### config.mk
export PLATFORM = sky130hd
export DESIGN_NAME = decoder_scan_sequencer
export DESIGN_NICKNAME = d
export VERILOG_FILES = /design/src/rtl/decoder_scan_sequencer.sv
export SDC_FILE = /design/constraint.sdc
export NUM_CORES = 1
export LEC_CHECK = 0
export BUFFER_PORTS_ARGS = -buffer_cell sky130_fd_sc_hd__buf_2
export CORE_UTILIZATION = 41
export CTS_BUF_LIST = sky130_fd_sc_hd__clkbuf_8 sky130_fd_sc_hd__clkbuf_16
export DETAILED_ROUTE_END_ITERATION = 10
export GPL_TIMING_DRIVEN = 0
export PLACE_DENSITY = 0.77
export SYNTH_ARGS = -nofsm -noshare
export SYNTH_HDL_FRONTEND = slang
export SYNTH_SLANG_ARGS = --single-unit
### constraint.sdc
create_clock -name clk_i -period 3.5 [get_ports clk_i]
set_input_delay 0.7 -clock clk_i [delete_from_list [all_inputs] [get_ports clk_i]]
set_output_delay 0.7 -clock clk_i [all_outputs]
set_load 0.02 [all_outputs]
### src/rtl/decoder_scan_sequencer.sv
// Select-code sequencer for a 3-to-8 decoder: programmable order, dwell, sweep mode and slot mask.
// Slot skipping is compiled in only when DECODER_SCAN_SKIP_MASK_EN is defined.
module decoder_scan_sequencer #(
    parameter int unsigned DWELL_W = 8
) (
    input  logic               clk_i,
    input  logic               rst_ni,
    input  logic               en_i,
    input  logic               mode_i,
    input  logic               start_i,
    input  logic               dir_i,
    input  logic [DWELL_W-1:0] dwell_i,
    input  logic [7:0]         mask_i,
    output logic               s2_o,
    output logic               s1_o,
    output logic               s0_o,
    output logic               valid_o,
    output logic               busy_o,
    output logic               wrap_o,
    output logic               err_o
);

    localparam logic StIdle = 1'b0;
    localparam logic StScan = 1'b1;

    logic               state_q, state_d;
    logic [2:0]         slot_q, slot_d;
    logic [DWELL_W-1:0] cnt_q, cnt_d;
    logic               wrap_q, wrap_d;
    logic               err_q, err_d;
    logic [7:0]         mask_eff;
    logic [2:0]         nxt;
    logic               wrapped;

`ifdef DECODER_SCAN_SKIP_MASK_EN
    assign mask_eff = mask_i;
`else
    logic unused_mask;
    assign unused_mask = ^mask_i;
    assign mask_eff    = 8'hFF;
`endif

    // Lowest set bit for ascending order, highest for descending (last write wins).
    function automatic logic [2:0] first_slot(input logic [7:0] m, input logic d);
        logic [2:0] r;
        r = 3'd0;
        for (int i = 0; i < 8; i++) begin
            if (!d && m[7-i]) r = 3'(7 - i);
            if (d && m[i])    r = 3'(i);
        end
        return r;
    endfunction

    // Nearest enabled slot after c in direction d, modulo 8; c itself if it is the only one.
    function automatic logic [2:0] next_slot(input logic [7:0] m, input logic [2:0] c,
                                             input logic d);
        logic [2:0] r;
        logic [2:0] idx;
        r = c;
        for (int k = 7; k >= 1; k--) begin
            idx = d ? c - 3'(k) : c + 3'(k);
            if (m[idx]) r = idx;
        end
        return r;
    endfunction

    assign nxt     = next_slot(mask_eff, slot_q, dir_i);
    assign wrapped = dir_i ? (nxt >= slot_q) : (nxt <= slot_q);

    always_comb begin
        state_d = state_q;
        slot_d  = slot_q;
        cnt_d   = cnt_q;
        wrap_d  = 1'b0;
        err_d   = 1'b0;
        if (!en_i) begin
            state_d = StIdle;
        end else if (state_q == StIdle) begin
            if (!mode_i || start_i) begin
                if (mask_eff == '0) begin
                    err_d = 1'b1;
                end else begin
                    state_d = StScan;
                    slot_d  = first_slot(mask_eff, dir_i);
                    cnt_d   = dwell_i;
                end
            end
        end else if (cnt_q != '0) begin
            cnt_d = cnt_q - 1'b1;
        end else if (mask_eff == '0) begin
            state_d = StIdle;
            err_d   = 1'b1;
        end else begin
            cnt_d = dwell_i;
            if (wrapped) begin
                wrap_d = 1'b1;
                // A single sweep ends holding the last slot's select code.
                if (mode_i) state_d = StIdle;
                else        slot_d  = nxt;
            end else begin
                slot_d = nxt;
            end
        end
    end

    always_ff @(posedge clk_i or negedge rst_ni) begin
        if (!rst_ni) begin
            state_q <= StIdle;
            slot_q  <= 3'd0;
            cnt_q   <= '0;
            wrap_q  <= 1'b0;
            err_q   <= 1'b0;
        end else begin
            state_q <= state_d;
            slot_q  <= slot_d;
            cnt_q   <= cnt_d;
            wrap_q  <= wrap_d;
            err_q   <= err_d;
        end
    end

    assign {s2_o, s1_o, s0_o} = slot_q;
    assign valid_o            = (state_q == StScan);
    assign busy_o             = (state_q == StScan);
    assign wrap_o             = wrap_q;
    assign err_o              = err_q;

endmodule

Word-level counts from Yosys, hierarchy flattened
Memories as Yosys holds them, arrays and structs flattened. Cells that the tools add are included.

Word-level logic and storage cells: 84. Output and inout bits: 7. Input bits: 22. Bits in registers: 13. Memories: 7. Memory bits (read-only): 56.

Memories: (name not given) (depth 8, width 1, read ports 1, clocked after memory_dff 0, wr ports 0, RTL line 62) `if (m[idx]) r = idx;`; (name not given) (depth 8, width 1, read ports 1, clocked after memory_dff 0, wr ports 0, RTL line 62); (name not given) (depth 8, width 1, read ports 1, clocked after memory_dff 0, wr ports 0, RTL line 62); (name not given) (depth 8, width 1, read ports 1, clocked after memory_dff 0, wr ports 0, RTL line 62); (name not given) (depth 8, width 1, read ports 1, clocked after memory_dff 0, wr ports 0, RTL line 62); (name not given) (depth 8, width 1, read ports 1, clocked after memory_dff 0, wr ports 0, RTL line 62); +1 memories.

Reductions and logical operators: 6. Eq/ne operators: 2. Order comparisons: 9. Add/subtract/negate cells: 15. Mux-type cells: 41.

Operators with widths (number): $mux 3 (20); $lt 3x4->1 const B (7); $mux 8 (3); $mux 1 (18); $add 3x3->3 const B (4); $sub 3x3->3 const B (4); $reduce_bool 8->1 (1); $sub 8x1->8 const B (1); $add 3x2->3 const B (2); $sub 3x2->3 const B (2); $reduce_and 4->1 (1); $add 3x1->3 const B (1); $ge 3x3->1 (1); $le 3x3->1 (1); $ne 3x3->1 const B (1); $sub 3x1->3 const B (1); $ne 2x2->1 const B (1); $reduce_and 2->1 (1); $reduce_bool 2->1 (1); $logic_not 1->1 (1); $logic_or 1x1->1 (1).

Depth between registers and ports, before layout
Depth after elaboration: 17. Gate-level depth with buffers: 9. Depth with buffers taken out: 9.

Worst setup path before layout
Ideal clock, no wire load.

Path kind: input port to flip-flop. Start: input port dir_i. End: register slot_q[2]. Data required time: 3376 ps. Path buffers: 0. Arrival: 2872 ps. Setup time: 124 ps. Stages on the path: 9. Path slack: 504 ps. Path through: fa_1 -> xnor2_1 -> xnor2_1 -> ha_1 -> and3b_1 -> o21ai_0 -> a21oi_1 -> or3_4 -> a211o_1.

Cells in the longest elaborated chain, start to end: 15. Elaborated cells between the ends (all ways): 39. Classes of those cells: 2 x order compare; 1 x eq/ne; 28 x mux; 1 x reduce/logical; 7 x memory.

RTL lines: from (decl) (RTL line 11) `input logic dir_i,`; $mux 3 (RTL line 61) `idx = d ? c - 3'(k) : c + 3'(k);`; $mem_v2 8x1; $mux 1 (implied by the code) (RTL line 62); $mux 3 (7 in series) (RTL line 62); $le 3x3->1 / $ge 3x3->1 (equally long branches) (RTL line 68) `assign wrapped = dir_i ? (nxt >= slot_q) : (nxt <= slot_q);`; $mux 1 (RTL line 68); $mux 3 (RTL line 95) `if (wrapped) begin`; $mux 3 (RTL line 88) `end else if (cnt_q != '0) begin`; $mux 3 (RTL line 78) `end else if (state_q == StIdle) begin`; to (signal assigned) (RTL line 115) `slot_q <= slot_d;`; to (decl) (RTL line 27) `logic [2:0] slot_q, slot_d;`.

Parallel ways exist; a longest one is shown, timed or not. The select of a mux whose other input is x is not followed. A chain may end at the register's enable or synchronous reset.

Worst setup path after layout
Same ends and word-level chain as after synthesis.

==> flow_summary.toml <==
[outcome]
status = "completed"

[global_routing]
grt_max_degree = 14
grt_use_total = 0.1821
grt_overflow_total = 0
antenna_found_initial = 0
grt_pass1_vias = 813
grt_pass1_wl_um = 3470

[clock_network]
cts_tree = "yes"
ctsHtreeMaxLevel = 1
max-clock-path-buffers = 2
cts.sinks = 13
clk_pin_slew_ns = 0.05
post_cts_buffers = 0
insertion_delay_ns = 0.24
ctsResizeCount = 0
root_buffer = "clkbuf_8"
cts_hold_buf = 0
cts_buffers = 3

[route]
ant_nets = 0
drt-total-wl_um = 2018
drt-initial-drc-count = 11
top_layer = "met4"
wl_met2_um = 987
drtPass1Iterations = 4
route.detailed.drc = 0
vias = 864
viasPerCell = 5.538
routed-wl-met3_um = 102
drt-met1-wl_um = 911
wire_per_inst_um = 12.94

[power_and_ir_drop]
p_seq_frac = 0.351
comb_power_share = 0.458
p_int_w = 0.0004015
swShare = 0.4023
power_density_nw_per_um2 = 610.1
clkPwrFrac = 0.192
leakagePower_nw = 0.5082
ir_worst_vdd_mv = 0.3218
p_switching_w = 0.0002702

[die]
initial_core_util = 0.4540
die_h_um = 49.56
die_area_sq_um = 2456
num_rows = 16
fp.dieW_um = 49.56
core_sq_um = 2042
io_pins = 29

[synthesis]
synth_edf_count = 0
netlist_area_sq_um = 927.1
synth_area_per_cell_sq_um = 8.747
ys_warn_count = 0
yosysSeqAreaShare = 0.3509
async_flop_share = 1.000
yosysTopAreaCellShare = 0.3509
synth.area.top_cells = "dfrtp_1 (35%), o21ai_0 (7.0%), a21oi_1 (5.9%), ha_1 (5.4%), nor2_1 (3.2%)"
ys_ff_latch = 13
yosysTopAreaCell = "dfrtp_1"
synth_flop_cell = "dfrtp_1"
synth_cell_types = 41
synth_nets = 133
syn_inst = 106

[sta]
final-setup-viol-count = 0
fin_crit_ns = 3.048
tns_ns = 0
tightest_slew_ns = 0.6368
fin_skew_ns = 0.004046
finalMaxSlewViolations = 0
hold_viol = 0
fin_crit_sh = 0.8709
rsz0062_at_grt = "no"
whs_ns = 0.3481
fmax_ghz = 0.3281
slew_headroom = 0.5718

[placement]
port_buffers = 19
gp_congestion = 0.8481
hpwl_um = 1557

[setup_path]
worstPathArrival_ns = 3.18
crit_path_end_kind = "register"
r2r-end = "slot_q[2]"
crit_type = "input pin to register"
crit_chain = "buf_2 > fa_1 > xnor2_1 > xnor2_1 > ha_1 > and3b_1 > o21ai_0 > a21oi_1 > or3_4 > a211o_1"
slowest_delay_ns = 0.50
crit_required_ns = 3.63
worstReg2RegStart = "slot_q[0]"
startpoint_type = "input pin"
worstPathMaxFanout = 5
r2r_cells = 9
crit_buf_inv = 1
timing.critical_path.from = "dir_i"
crit_family = "adder cells"
slowest_stage = "fa_1"
rrSetupSlack_ns = 0.63
path_common_cell = "xnor2_1"

[layout]
nets = 157
antenna_cells = 0
layout_common_cells = "buf_2 (20), o21ai_0 (13), dfrtp_1 (13), a21oi_1 (11), nor2_1 (8)"
final_common_cell = "buf_2"
synthToLayoutAreaGrowth_pct = 18.76
final_layout_size_suffix_gt1_frac = 0.2326
fin_util = 0.5392

[hold_path]
min_path_type = "input pin to asynchronous set/reset pin"

[run]
drv_cap = 0
[registers in the layout, summed over array words and instances, names as in the netlist]
name    count
wrap_o      1
slot_q      3
busy_o      1
cnt_q       8
[layout make-up]
type / instances / area [sq um]
clock inverter: 1 / 3.754
fill: 211 / 940.9
multi-input combinational: 81 / 548.0
sequential: 13 / 325.3
timing repair buffer: 19 / 95.09
clock buffer: 3 / 41.29
tap: 27 / 33.78
buffer: 6 / 31.28
inverter: 6 / 22.52
[power groups by stage]
stage / logic [W] / clock network, W / registers, W
3_5_place_dp: 0.000309 / 0 / 0.000238
3_3_place_gp: 0.000295 / 0 / 0.000234
2_1_floorplan: 0.000209 / 0 / 0.000252
6_report: 0.000307 / 0.000129 / 0.000236
5_1_grt: 0.000353 / 0.000137 / 0.000244
4_1_cts: 0.000311 / 0.000134 / 0.000236
[logic make-up after synthesis]
group,count (synthesis),synth area share
compound gates,39,0.2645
xor+xnor,2,0.01890
fa+ha+maj,5,0.07558
buf+inv,12,0.05802
flops,13,0.3509
mux,2,0.02159
other cells,1,0.004045
simple gates,32,0.2065
[routing by layer]
metal  GRT usage  vias to the layer above
met5           0                        -
met3     0.03704                        2
met1      0.2275                      400
met2      0.2973                       23
met4     0.08571                        0
li1            -                      439
[through the flow]
| stage | area, sq um | cells | worst slack [ns] | power, W |
|---|---|---|---|---|
| global placement | 1056 | 152 | 0.2709 | 0.0005292 |
| finish | 1101 | 156 | 0.4519 | 0.0006717 |
| CTS | 1101 | 156 | 0.4508 | 0.0006813 |
| detailed placement | 1056 | 152 | 0.1962 | 0.0005478 |
| floorplan | 927.1 | 106 | 0.5044 | 0.0004608 |
| global route | 1101 | 156 | 0.2646 | 0.0007344 |
[worst max-delay path by stage]
stage                     end  slack (ns)  cells past startpoint
detailed placement  slot_q[2]        0.20                     10
floorplan           slot_q[2]        0.50                      9
CTS                 slot_q[2]        0.45                     10
finish              slot_q[2]        0.45                     10
global placement    slot_q[2]        0.27                     10
global route        slot_q[0]        0.26                     10
[cell usage after synthesis, types with 3 or more instances]
library cell   n
inv_1          6
nand2_1        6
dfrtp_1       13
ha_1           4
nand4_1        3
o21ai_0       13
a21oi_1       11
nor2_1         8
clkbuf_1       3
nor3_1         3
[worst reg2reg max path: cells and delay by family (launching register included)]
family,cells,cell delay (ns)
adder cells (fa/ha/maj),2,0.73
AO/OA/AOI/OAI,3,0.66
AND/OR/NAND/NOR,2,0.58
flip-flops,1,0.43
XOR/XNOR,2,0.36
Note: power is estimated with default switching activity, not from simulation.
